## src/rtl/mem_arb_pkg.sv

```systemverilog
// rtl/mem_arb_pkg.sv - shared types for the two-port memory arbiter
package mem_arb_pkg;

  typedef enum logic [1:0] {
    IDLE      = 2'd0,
    ISSUE     = 2'd1,
    WAIT_RESP = 2'd2
  } state_t;

  typedef enum logic {
    OWN_I = 1'b0,
    OWN_D = 1'b1
  } owner_t;

endpackage

```

## src/rtl/mem_arb_rr_pick.sv

```systemverilog
// rtl/mem_arb_rr_pick.sv - round-robin choice between fetch and data requesters
module mem_arb_rr_pick
  import mem_arb_pkg::*;
(
  input  logic   if_req,
  input  logic   dm_req,
  input  owner_t last_owner,
  output logic   valid,
  output owner_t owner
);

  always_comb begin
    valid = if_req | dm_req;
    owner = OWN_I;
    // On a tie the port that did not win last time gets the bus.
    if (if_req && dm_req) begin
      owner = (last_owner == OWN_I) ? OWN_D : OWN_I;
    end else if (dm_req) begin
      owner = OWN_D;
    end
  end

endmodule

```

## src/rtl/mem_port_arbiter.sv

```systemverilog
// rtl/mem_port_arbiter.sv - one-at-a-time sharing of the memory bus between fetch and data ports
module mem_port_arbiter
  import mem_arb_pkg::*;
#(
  parameter int ADDR_WIDTH = 64,
  parameter int DATA_WIDTH = 64,
  parameter int TIMEOUT    = 15
) (
  input  logic                  clk,
  input  logic                  reset,
  input  logic                  if_req,
  input  logic [ADDR_WIDTH-1:0] if_addr,
  output logic                  if_gnt,
  output logic                  if_rvalid,
  input  logic                  dm_req,
  input  logic                  dm_we,
  input  logic [ADDR_WIDTH-1:0] dm_addr,
  input  logic [DATA_WIDTH-1:0] dm_wdata,
  output logic                  dm_gnt,
  output logic                  dm_rvalid,
  output logic [DATA_WIDTH-1:0] rdata,
  output logic                  resp_err,
  output logic                  mem_req_valid,
  input  logic                  mem_req_ready,
  output logic [ADDR_WIDTH-1:0] mem_req_addr,
  output logic                  mem_req_we,
  output logic [DATA_WIDTH-1:0] mem_req_wdata,
  input  logic                  mem_resp_valid,
  input  logic [DATA_WIDTH-1:0] mem_resp_data,
  output logic                  busy
);

  localparam int              CW       = $clog2(TIMEOUT + 1);
  localparam logic [CW-1:0]   CTR_LAST = CW'(TIMEOUT - 1);
  localparam logic [CW-1:0]   CTR_MAX  = CW'(TIMEOUT);

  state_t                state;
  owner_t                owner;
  owner_t                last_owner;
  logic [CW-1:0]         ctr;
  logic [ADDR_WIDTH-1:0] req_addr;
  logic                  req_we;
  logic [DATA_WIDTH-1:0] req_wdata;

  logic   pick_valid;
  owner_t pick_owner;
  logic   handshake;
  logic   resp_hit;
  logic   timeout_hit;
  logic   done;

  mem_arb_rr_pick u_pick (
    .if_req     (if_req),
    .dm_req     (dm_req),
    .last_owner (last_owner),
    .valid      (pick_valid),
    .owner      (pick_owner)
  );

  always_comb begin
    handshake   = (state == ISSUE) && mem_req_ready;
    resp_hit    = (state == WAIT_RESP) && mem_resp_valid;
    timeout_hit = (state == WAIT_RESP) && !mem_resp_valid && (ctr == CTR_LAST);
    done        = resp_hit || timeout_hit;
  end

  // Pulses are masked while reset is held so an aborted transaction never completes.
  always_comb begin
    if_gnt        = handshake && (owner == OWN_I) && !reset;
    dm_gnt        = handshake && (owner == OWN_D) && !reset;
    if_rvalid     = done && (owner == OWN_I) && !reset;
    dm_rvalid     = done && (owner == OWN_D) && !reset;
    resp_err      = timeout_hit && !reset;
    rdata         = ((state == WAIT_RESP) && !timeout_hit) ? mem_resp_data : '0;
    mem_req_valid = (state == ISSUE);
    mem_req_addr  = req_addr;
    mem_req_we    = req_we;
    mem_req_wdata = req_wdata;
    busy          = (state != IDLE);
  end

  always_ff @(posedge clk) begin
    if (reset) begin
      state      <= IDLE;
      owner      <= OWN_I;
      last_owner <= OWN_I;
      ctr        <= '0;
      req_addr   <= '0;
      req_we     <= 1'b0;
      req_wdata  <= '0;
    end else begin
      case (state)
        IDLE: begin
          if (pick_valid) begin
            owner <= pick_owner;
            if (pick_owner == OWN_D) begin
              req_addr  <= dm_addr;
              req_we    <= dm_we;
              req_wdata <= dm_wdata;
            end else begin
              req_addr  <= if_addr;
              req_we    <= 1'b0;
              req_wdata <= '0;
            end
            state <= ISSUE;
          end
        end
        ISSUE: begin
          if (mem_req_ready) begin
            last_owner <= owner;
            ctr        <= '0;
            state      <= WAIT_RESP;
          end
        end
        WAIT_RESP: begin
          if (done) begin
            state <= IDLE;
          end else if (ctr != CTR_MAX) begin
            ctr <= ctr + CW'(1);
          end
        end
        default: state <= IDLE;
      endcase
    end
  end

endmodule
```

## config.mk

```make
export PLATFORM = sky130hd
export DESIGN_NAME = mem_port_arbiter
export DESIGN_NICKNAME = d
export VERILOG_FILES = /design/src/rtl/mem_arb_pkg.sv /design/src/rtl/mem_arb_rr_pick.sv /design/src/rtl/mem_port_arbiter.sv
export SDC_FILE = /design/constraint.sdc
export NUM_CORES = 1
export LEC_CHECK = 0
export ABC_AREA = 1
export BUFFER_PORTS_ARGS = -buffer_cell sky130_fd_sc_hd__buf_2
export CAP_MARGIN = 20
export CORE_AREA = 2 2 180 182
export DETAILED_ROUTE_END_ITERATION = 16
export DIE_AREA = 0 0 182 184
export MAX_ROUTING_LAYER = met4
export PLACE_DENSITY = 0.43
export SYNTH_ARGS = -nofsm -noshare
export SYNTH_HDL_FRONTEND = slang
export SYNTH_SLANG_ARGS = --single-unit
```

## constraint.sdc

```tcl
create_clock -name clk -period 1.38 [get_ports clk]
set_input_delay 0.207 -clock clk [delete_from_list [all_inputs] [get_ports clk]]
set_output_delay 0.207 -clock clk [all_outputs]
set_load 0.01 [all_outputs]
```

; Word-level counts from Yosys, hierarchy flattened
; Cells that the tools add are included.
[totals]
regBits = 137
inputBits = 263
word_cells = 60
[classes]
n_addsub = 1
n_eq_ne = 9
mux = 15
bitwise_logic = 2
n_reduce_logical = 26
[op_table]
columns = op, count
row1 = $mux 64, 3
row2 = $logic_and 1x1->1, 15
row3 = $mux 4, 3
row4 = $pmux 4 s2, 1
row5 = $mux 2, 3
row6 = $ne 2x2->1 const B, 3
row7 = $pmux 2 s3, 1
row8 = $add 4x1->4 const B, 1
row9 = $eq 4x4->1 const B, 1
row10 = $mux 1, 4
row11 = $ne 2x1->1 const B, 2
row12 = $ne 4x4->1 const B, 1
row13 = $reduce_and 2->1, 2
row14 = $reduce_and 4->1, 1
row15 = $reduce_bool 2->1, 2
row16 = $logic_not 1->1, 3
row17 = $reduce_and 3->1, 1
row18 = $eq 2x1->1 const B, 1
row19 = $eq 2x2->1 const B, 1
row20 = $logic_not 2->1, 1
row21 = $logic_or 1x1->1, 1
row22 = $not 1->1, 1
row23 = $or 1x1->1, 1

; Logic depth before layout (Yosys ltp)
; Gate-level depths: netlist of the first run.
[depth]
depth_word = 6
ltp_mapped = 8
ltp_nobuf = 8

; By module
; From an unflattened synthesis of the first run, not the netlist that was laid out.
[hier_totals]
cells_unflattened = 851
area_unflattened_um2 = 6054.6
[by_module_without_submodules]
columns = module, n_inst, cells_each, area_per_inst_um2
row1 = mem_port_arbiter, 1, 848, 6039.5
row2 = mem_arb_rr_pick, 1, 3, 15.0

; Worst setup path before layout of the first run
; Ideal clock, no wire load.
[synth_timing]
path_kind = reg-to-output
from = register ctr[0]
to = output port rdata[10]
arrival_ns = 1.197
t_required_ns = 1.173
setup_slack_ns = -0.024
stages_incl_launch_ff = 9
n_path_buf = 1
cell_sequence = dfxtp_1 inv_1 ha_1 inv_1 nor2_1 nand3_2 nand2_2 buf_4 nor2_1
[synth_between]
elab_chain_cells = 5
[synth_rtl]
columns = element, line_no
row1 = from (decl), mem_port_arbiter.sv:40  ; logic [CW-1:0] ctr;
row2 = from (signal assigned), mem_port_arbiter.sv:119  ; ctr <= ctr + CW'(1);
row3 = $eq 4x4->1, mem_port_arbiter.sv:63  ; timeout_hit = (state == WAIT_RESP) && !mem_resp_valid && (ctr == CTR_LAST);
row4 = $logic_and 1x1->1, mem_port_arbiter.sv:63
row5 = $logic_not 1->1, mem_port_arbiter.sv:74  ; rdata = ((state == WAIT_RESP) && !timeout_hit) ? mem_resp_data : '0;
row6 = $logic_and 1x1->1, mem_port_arbiter.sv:74
row7 = $mux 64, mem_port_arbiter.sv:74
row8 = to (decl), mem_port_arbiter.sv:21  ; output logic [DATA_WIDTH-1:0] rdata,
; Every way passes these cells.

; Worst setup path after layout of the first run
[layout_timing]
from = register ctr[0]
to = output port rdata[40]
; Same word-level chain as after synthesis.

==> flow_summary_export.csv, run 1 <==
group,metric,value,unit
setup_path,cp-startpoint,"ctr[0]$_SDFFE_PP0P_",
clock_tree,clkLatencyLatePin,0.41,ns
clock_tree,clk_pin_slew,0.08,ns
layout,stdcell_area,0.01216,sq mm
floorplanning,die_x,182,um
clock_tree,numCtsBuffers,17,
detailed_routing,dr.pass1.iters,4,
layout,layout.nets,1641,
sta,slew_violations,0,
pwr,power_density,1091,mW/mm^2
floorplanning,start_util,19.31,%
global_routing,grt-ovfl-total,0,
detailed_routing,met1_length,11.98,mm
pwr,peakVddDrop,687.5,uV
detailed_routing,route.met3.wl,1.953,mm
setup_path,r2r_cells,9,
sta,fmax,502.8,MHz
floorplanning,die-area,0.03349,sq mm
sta,fin_crit,1.989,ns
placement,gp_congestion,0.7755,
global_routing,grt_pass1_wl,41.63,mm
pwr,p_total,13.27,mW
clock_tree,ctsHtreeMaxLevel,4,
global_routing,antenna_found_initial,11,
setup_path,cp-endpoint,"rdata[40]",
placement,place_area,0.009112,sq mm
setup_path,rrSetupSlack,-0.14,ns
layout,final_util,38.73,%
global_routing,grt_use_total,16.74,%
detailed_routing,ant_nets,0,
detailed_routing,drc,0,
pwr,p_seq_share,34.0,%
detailed_routing,vias,7872,
floorplanning,pin_count,463,
sta,layout_setup_ws,-0.6088,ns
sta,finalSetupViolations,185,
pwr,clockPowerShare,37.1,%
status,failed_checks,"negative setup slack",
logic_synthesis,synth_area,0.006063,sq mm
placement,dp_hpwl,21.26,mm
floorplanning,coreArea,0.03139,sq mm
layout,final_cells,1801,
sta,setup_tns,-47.15,ns
setup_path,cp.depth,10,
clock_tree,cts_sinks,137,
setup_path,crit_top_cell,"inv_2",
placement,io_buffers,462,
logic_synthesis,synth-edff-count,0,
layout,syn2layout_area_growth,100.5,%
setup_path,crit_required,1.17,ns
pwr,internal-power,9.080,mW
logic_synthesis,synth.distinct_cells,25,
sta,slew-limit-headroom,67.61,%
pwr,power.leakage,5.836,nW
setup_path,worstPathArrival,1.78,ns
detailed_routing,initialDrtViolationCount,339,
logic_synthesis,async_flop_share,0,%
sta,tightest_slew,0.4859,ns
sta,fin_skew,0.01382,ns
status,outcome,"finished, violations left",
run,drv_cap,0,
clock_tree,cts_hold_buffers,0,
setup_path,path_buf_inv,5,
pwr,power_switching,4.187,mW
detailed_routing,routedWlPerCell,17.70,um
setup_path,path_class,"register to primary output",
setup_path,path_max_fanout,7,
logic_synthesis,yosysSeqAreaShare,45.23,%
logic_synthesis,synthFlopType,"dfxtp_1",
setup_path,path_cells,"inv_2 > ha_4 > inv_2 > nor2_4 > nand3_4 > nand2_4 > buf_6 > buf_16 > nor2_1 > buf_2",
global_routing,grt_max_degree,63,
setup_path,cp-start-kind,"register",
sta,period_share,144.1,%
floorplanning,num_rows,65,
setup_path,cpPeakStageDelay,0.32,ns
setup_path,end_kind,"primary output",
pwr,swShare,31.56,%
sta,whs,0.03907,ns
sta,rsz0062_at_grt,"true",
detailed_routing,routed_wl,31.88,mm
setup_path,r2r-end,"mem_req_wdata[5]$_SDFFE_PP0P_",
detailed_routing,viasPerCell,4.371,
floorplanning,fp.dieH,184,um
placement,pre_cts_slack,-0.2180,ns
setup_path,r2r_start,"state[1]$_SDFFE_PP0P_",
detailed_routing,wl_met2,16.94,mm
detailed_routing,top_layer,"met4",
placement,dpl.cell_count,1702,
clock_tree,tritoncts,"built",
layout,drive_gt1_share,58.75,%
pwr,combPwrFrac,28.9,%
setup_path,cp_top_family,"buffers and inverters",
clock_tree,clockBufferDepth,2,
setup_path,slowest_stage,"dfxtp_2",
logic_synthesis,postSynthCellCount,855,
sta,hold_violations,0,
logic_synthesis,synth.net_count,1120,
logic_synthesis,post_synth.cell_area_avg,7.092,sq um
logic_synthesis,ys_ff_latch,137,
worst_hold_path,hold_path_class,"input port to register",
clock_tree,ctsRootBufferMaster,"clkbuf_16",
logic_synthesis,ys_warn_count,0,
global_routing,grt_pass1_vias,7379,
## power groups by stage
stage | Clock (mW) | Combinational [mW] | Sequential [mW]
5_1_grt | 5.24 | 4.11 | 4.55
6_report | 4.92 | 3.84 | 4.51
3_3_place_gp | 0 | 2.51 | 4.54
2_1_floorplan | 0 | 1.05 | 4.70
4_1_cts | 5.05 | 2.69 | 4.46
3_5_place_dp | 0 | 2.50 | 4.54
## area by class of cell
| class | instances | area, sq um |
|---|---|---|
| Antenna cell | 10 | 25.02 |
| Sequential cell | 137 | 2749 |
| Timing Repair Buffer | 572 | 4139 |
| Fill cell | 3287 | 19230 |
| Clock buffer | 20 | 466.7 |
| Tap cell | 402 | 503.0 |
| Inverter | 82 | 317.8 |
| Multi-Input combinational cell | 566 | 3807 |
| Clock inverter | 12 | 151.4 |
## state kept, by name, indices dropped and copies added, names as in the netlist
register	cells
ctr	4
last_owner	1
mem_req_addr	64
mem_req_wdata	64
mem_req_we	1
owner	1
state	2
## how the worst min path moves through the flow
stage	slack [ns]	cells after the start	start	endpoint
2_1_floorplan	0.36	2	dm_addr[14]	mem_req_addr[14]$_SDFFE_PP0P_
5_1_grt	0.03	3	dm_wdata[26]	mem_req_wdata[26]$_SDFFE_PP0P_
3_5_place_dp	0.45	2	mem_req_wdata[63]$_SDFFE_PP0P_	mem_req_wdata[63]$_SDFFE_PP0P_
3_3_place_gp	0.45	2	mem_req_wdata[35]$_SDFFE_PP0P_	mem_req_wdata[35]$_SDFFE_PP0P_
6_report	0.04	3	dm_wdata[46]	mem_req_wdata[46]$_SDFFE_PP0P_
4_1_cts	0.02	3	if_addr[25]	mem_req_addr[25]$_SDFFE_PP0P_
## tightest hold or removal path, stage by stage
cell and delay [ns]:
buf_2 0.10, nand3_2 0.07, a21oi_2 0.05
## synth_stat cells, types with 2 or more instances
| cell type | number | share of area, % |
|---|---|---|
| nand2_1 | 207 | 13 |
| dfxtp_1 | 137 | 45 |
| inv_1 | 77 | 4.8 |
| nor2_1 | 75 | 4.6 |
| nand3_1 | 72 | 5.9 |
| a21oi_1 | 70 | 5.8 |
| a31oi_1 | 64 | 6.6 |
| o21ai_0 | 35 | 2.9 |
| buf_2 | 33 | 2.7 |
| o21ai_1 | 31 | 2.6 |
| clkbuf_1 | 18 | 1.1 |
| buf_4 | 12 | 1.5 |
| buf_6 | 6 | 1.1 |
| inv_2 | 5 | 0.31 |
| ha_1 | 2 | 0.41 |
| xnor2_1 | 2 | 0.29 |
## repair_timing
| action | CTS | global route |
|---|---|---|
| gates resized for setup | 63 | 295 |
| cloned | 4 | 23 |
| pin swaps | 7 | 57 |
| buffers inserted | 16 | 21 |
| endpoints found under the setup margin | 81 | 174 |
## per-layer routing
metal / GRT usage, % / vias to the layer above
met5: - / -
met1: 16.74 / 3645
li1: - / 3863
met2: 30.69 / 311
met3: 3.922 / 53
met4: 8.129 / 0
## kinds of logic after synthesis
| group | after synthesis | share of synthesized area [%] |
|---|---|---|
| DFF | 137 | 45.23 |
| and+or+nand+nor | 360 | 24.37 |
| xor gates and xnor gates | 2 | 0.2890 |
| adders and majority gates | 2 | 0.4126 |
| AOI/OAI and AO/OA | 202 | 18.12 |
| buffers and inverters | 152 | 11.58 |
## layout by cell type (no fill, tap or decap), types with 3 or more instances in the layout
master | Yosys | layout
inv_8 | 0 | 3
buf_4 | 12 | 33
buf_8 | 0 | 7
o21ai_1 | 31 | 11
a31oi_4 | 0 | 11
buf_16 | 0 | 5
nand2_1 | 207 | 200
a31oi_1 | 64 | 53
nor2_4 | 0 | 18
nor2_2 | 1 | 8
nand3_4 | 0 | 25
a21oi_1 | 70 | 30
inv_6 | 0 | 4
nand2_4 | 1 | 3
nand3_1 | 72 | 26
clkbuf_16 | 0 | 36
dfxtp_2 | 0 | 5
nand2_2 | 1 | 4
o21ai_2 | 0 | 52
clkbuf_8 | 0 | 3
diode_2 | 0 | 10
nand3_2 | 1 | 22
nor2_1 | 75 | 50
buf_6 | 6 | 36
inv_4 | 0 | 4
buf_12 | 0 | 27
inv_2 | 5 | 11
buf_2 | 33 | 445
dfxtp_1 | 137 | 132
inv_1 | 77 | 67
a21oi_2 | 0 | 40
(Power assumes the default switching activity.)
==> run 2, diff against run 1 <==
- CORE_AREA: 2 2 180 182 -> 2 2 178 180
- DIE_AREA: 0 0 182 184 -> 0 0 180 182
- PLACE_DENSITY: 0.43 -> 0.44
==> flow_summary_export.csv, run 2 (same netlist as run 1, synthesis figures left out) <==
group,metric,value,unit
setup_path,rrSetupSlack,-0.11,ns
clock_tree,tritoncts,"built",
status,outcome,"finished, violations left",
pwr,power_density,1119,mW/mm^2
layout,layout_commonest_cell,"buf_2",
clock_tree,clk_pin_slew,0.07,ns
sta,slew-limit-headroom,77.80,%
layout,mostFrequentLayoutCells,"buf_2 (423), nand2_1 (179), dfxtp_1 (133)",
setup_path,cp-start-kind,"register",
pwr,combPwrFrac,27.0,%
sta,rsz0062_at_grt,"true",
sta,whs,0.03891,ns
sta,setup_tns,-40.68,ns
setup_path,r2r_start,"state[1]$_SDFFE_PP0P_",
setup_path,path_class,"register to primary output",
setup_path,crit_required,1.17,ns
pwr,clockPowerShare,38.4,%
detailed_routing,ant_nets,0,
worst_hold_path,hp-start,"dm_addr[34]",
global_routing,antenna_found_initial,7,
pwr,power_switching,3.967,mW
setup_path,worstPathArrival,1.73,ns
global_routing,grt_pass1_vias,7451,
sta,tightest_slew,0.3331,ns
clock_tree,clockBufferDepth,2,
setup_path,path_max_fanout,7,
detailed_routing,routed_wl,30.86,mm
layout,stdcell_area,0.01154,sq mm
setup_path,r2r-end,"mem_req_wdata[59]$_SDFFE_PP0P_",
placement,place_area,0.009105,sq mm
worst_hold_path,hold_path_class,"input port to register",
clock_tree,ctsHtreeMaxLevel,4,
placement,gp_congestion,0.7933,
run,drv_cap,0,
global_routing,grt_use_total,16.48,%
detailed_routing,vias,7794,
sta,fmax,516.4,MHz
global_routing,grt_max_degree,66,
floorplanning,coreArea,0.03099,sq mm
detailed_routing,drc,0,
detailed_routing,initialDrtViolationCount,394,
clock_tree,ctsRootBufferMaster,"clkbuf_16",
sta,fin_crit,1.937,ns
layout,fillers,3267,
layout,final_util,37.24,%
placement,dpl.cell_count,1696,
floorplanning,num_rows,65,
layout,drive_gt1_share,51.89,%
pwr,peakVddDrop,668.3,uV
detailed_routing,routedWlPerCell,17.27,um
sta,finalSetupViolations,186,
global_routing,grt-ovfl-total,0,
detailed_routing,viasPerCell,4.361,
pwr,internal-power,8.941,mW
layout,final_cells,1787,
setup_path,r2r_cells,10,
sta,period_share,140.3,%
sta,hold_violations,0,
floorplanning,die_x,180,um
setup_path,end_kind,"primary output",
worst_hold_path,min_to,"mem_req_addr[34]$_SDFFE_PP0P_",
detailed_routing,dr.pass1.iters,4,
layout,syn2layout_area_growth,90.30,%
clock_tree,numCtsBuffers,17,
sta,layout_setup_ws,-0.5566,ns
layout,layout.nets,1630,
sta,fin_skew,0.01248,ns
pwr,p_total,12.91,mW
floorplanning,start_util,19.57,%
clock_tree,clkLatencyLatePin,0.42,ns
clock_tree,cts_sinks,137,
floorplanning,die-area,0.03276,sq mm
status,failed_checks,"negative setup slack",
global_routing,grt_pass1_wl,41.22,mm
placement,pre_cts_slack,-0.2290,ns
worst_hold_path,holdPathStages,3,
pwr,p_seq_share,34.7,%
floorplanning,fp.dieH,182,um
pwr,power.leakage,5.702,nW
placement,io_buffers,462,
sta,slew_violations,0,
placement,dp_hpwl,20.29,mm
floorplanning,pin_count,463,
pwr,swShare,30.73,%
[run 2: cell types whose count changed in the layout (fill, tap and decap cells not counted), moves of 20 or more]
cell	previous run	this run
a21oi_1	30	59
a21oi_2	40	11
buf_2	445	423
nand2_1	200	179
nand2_2	4	26
nand3_1	26	67
nand3_4	25	0
nor2_1	50	21
nor2_4	18	40
o21ai_0	1	21
o21ai_1	11	43
o21ai_2	52	2
[run 2: timing repair]
action / 4_1_cts / 5_1_grt
resized for setup: 70 / 173
pin swaps: 8 / 14
endpoints found under the setup margin: 74 / 188
hold buffers: 0 / 0
gates cloned: 5 / 27
buffers inserted: 15 / 12
hold endpoints to repair: 0 / 0
[run 2: area by class of cell]
cell class                      count  area, sq um  share of cell area, %
Timing Repair Buffer              560         4184                  36.26
Clock inverter                     13        182.7                  1.583
Sequential cell                   137         2748                  23.81
Timing Repair inverter              1        8.758                0.07591
Antenna cell                        7        17.52                 0.1518
Clock buffer                       19        432.9                  3.752
Multi-Input combinational cell    566         3137                  27.18
Inverter                           82        325.3                  2.819
Tap cell                          402        503.0                  4.359
[run 2: per-layer routing]
| metal | global-route usage, % | routed length (um) |
|---|---|---|
| met1 | 17.63 | 12480 |
| met2 | 29.16 | 15900 |
| met3 | 3.289 | 1631 |
| met4 | 7.902 | 845 |
| met5 | - | 0 |
[run 2: power by group through the flow]
stage	combinational, mW	clock (mW)	sequential (mW)
finish	3.48	4.95	4.47
global route	3.74	5.28	4.51
CTS	2.68	5.11	4.46
detailed placement	2.51	0	4.54
global placement	2.52	0	4.54
floorplan	1.05	0	4.70
[run 2: worst max path at each step]
| stage | startpoint | to | slack, ns | cells after the start |
|---|---|---|---|---|
| 2_1_floorplan | ctr[0]$_SDFFE_PP0P_ | rdata[10] | -0.02 | 8 |
| 3_3_place_gp | ctr[0]$_SDFFE_PP0P_ | rdata[31] | -0.18 | 9 |
| 3_5_place_dp | ctr[0]$_SDFFE_PP0P_ | rdata[4] | -0.23 | 9 |
| 4_1_cts | ctr[0]$_SDFFE_PP0P_ | rdata[35] | -0.66 | 11 |
| 5_1_grt | ctr[0]$_SDFFE_PP0P_ | rdata[59] | -0.64 | 10 |
| 6_report | ctr[0]$_SDFFE_PP0P_ | rdata[29] | -0.56 | 10 |
[run 2: worst max-delay path: stages, from the launching register on]
cell and delay (ns):
dfxtp_2 0.32, inv_2 0.06, ha_4 0.13, inv_2 0.04, nor2_4 0.08, nand3_2 0.10, nand2_4 0.10, buf_12 0.16
clkbuf_16 0.17, nor2_2 0.04, buf_2 0.13
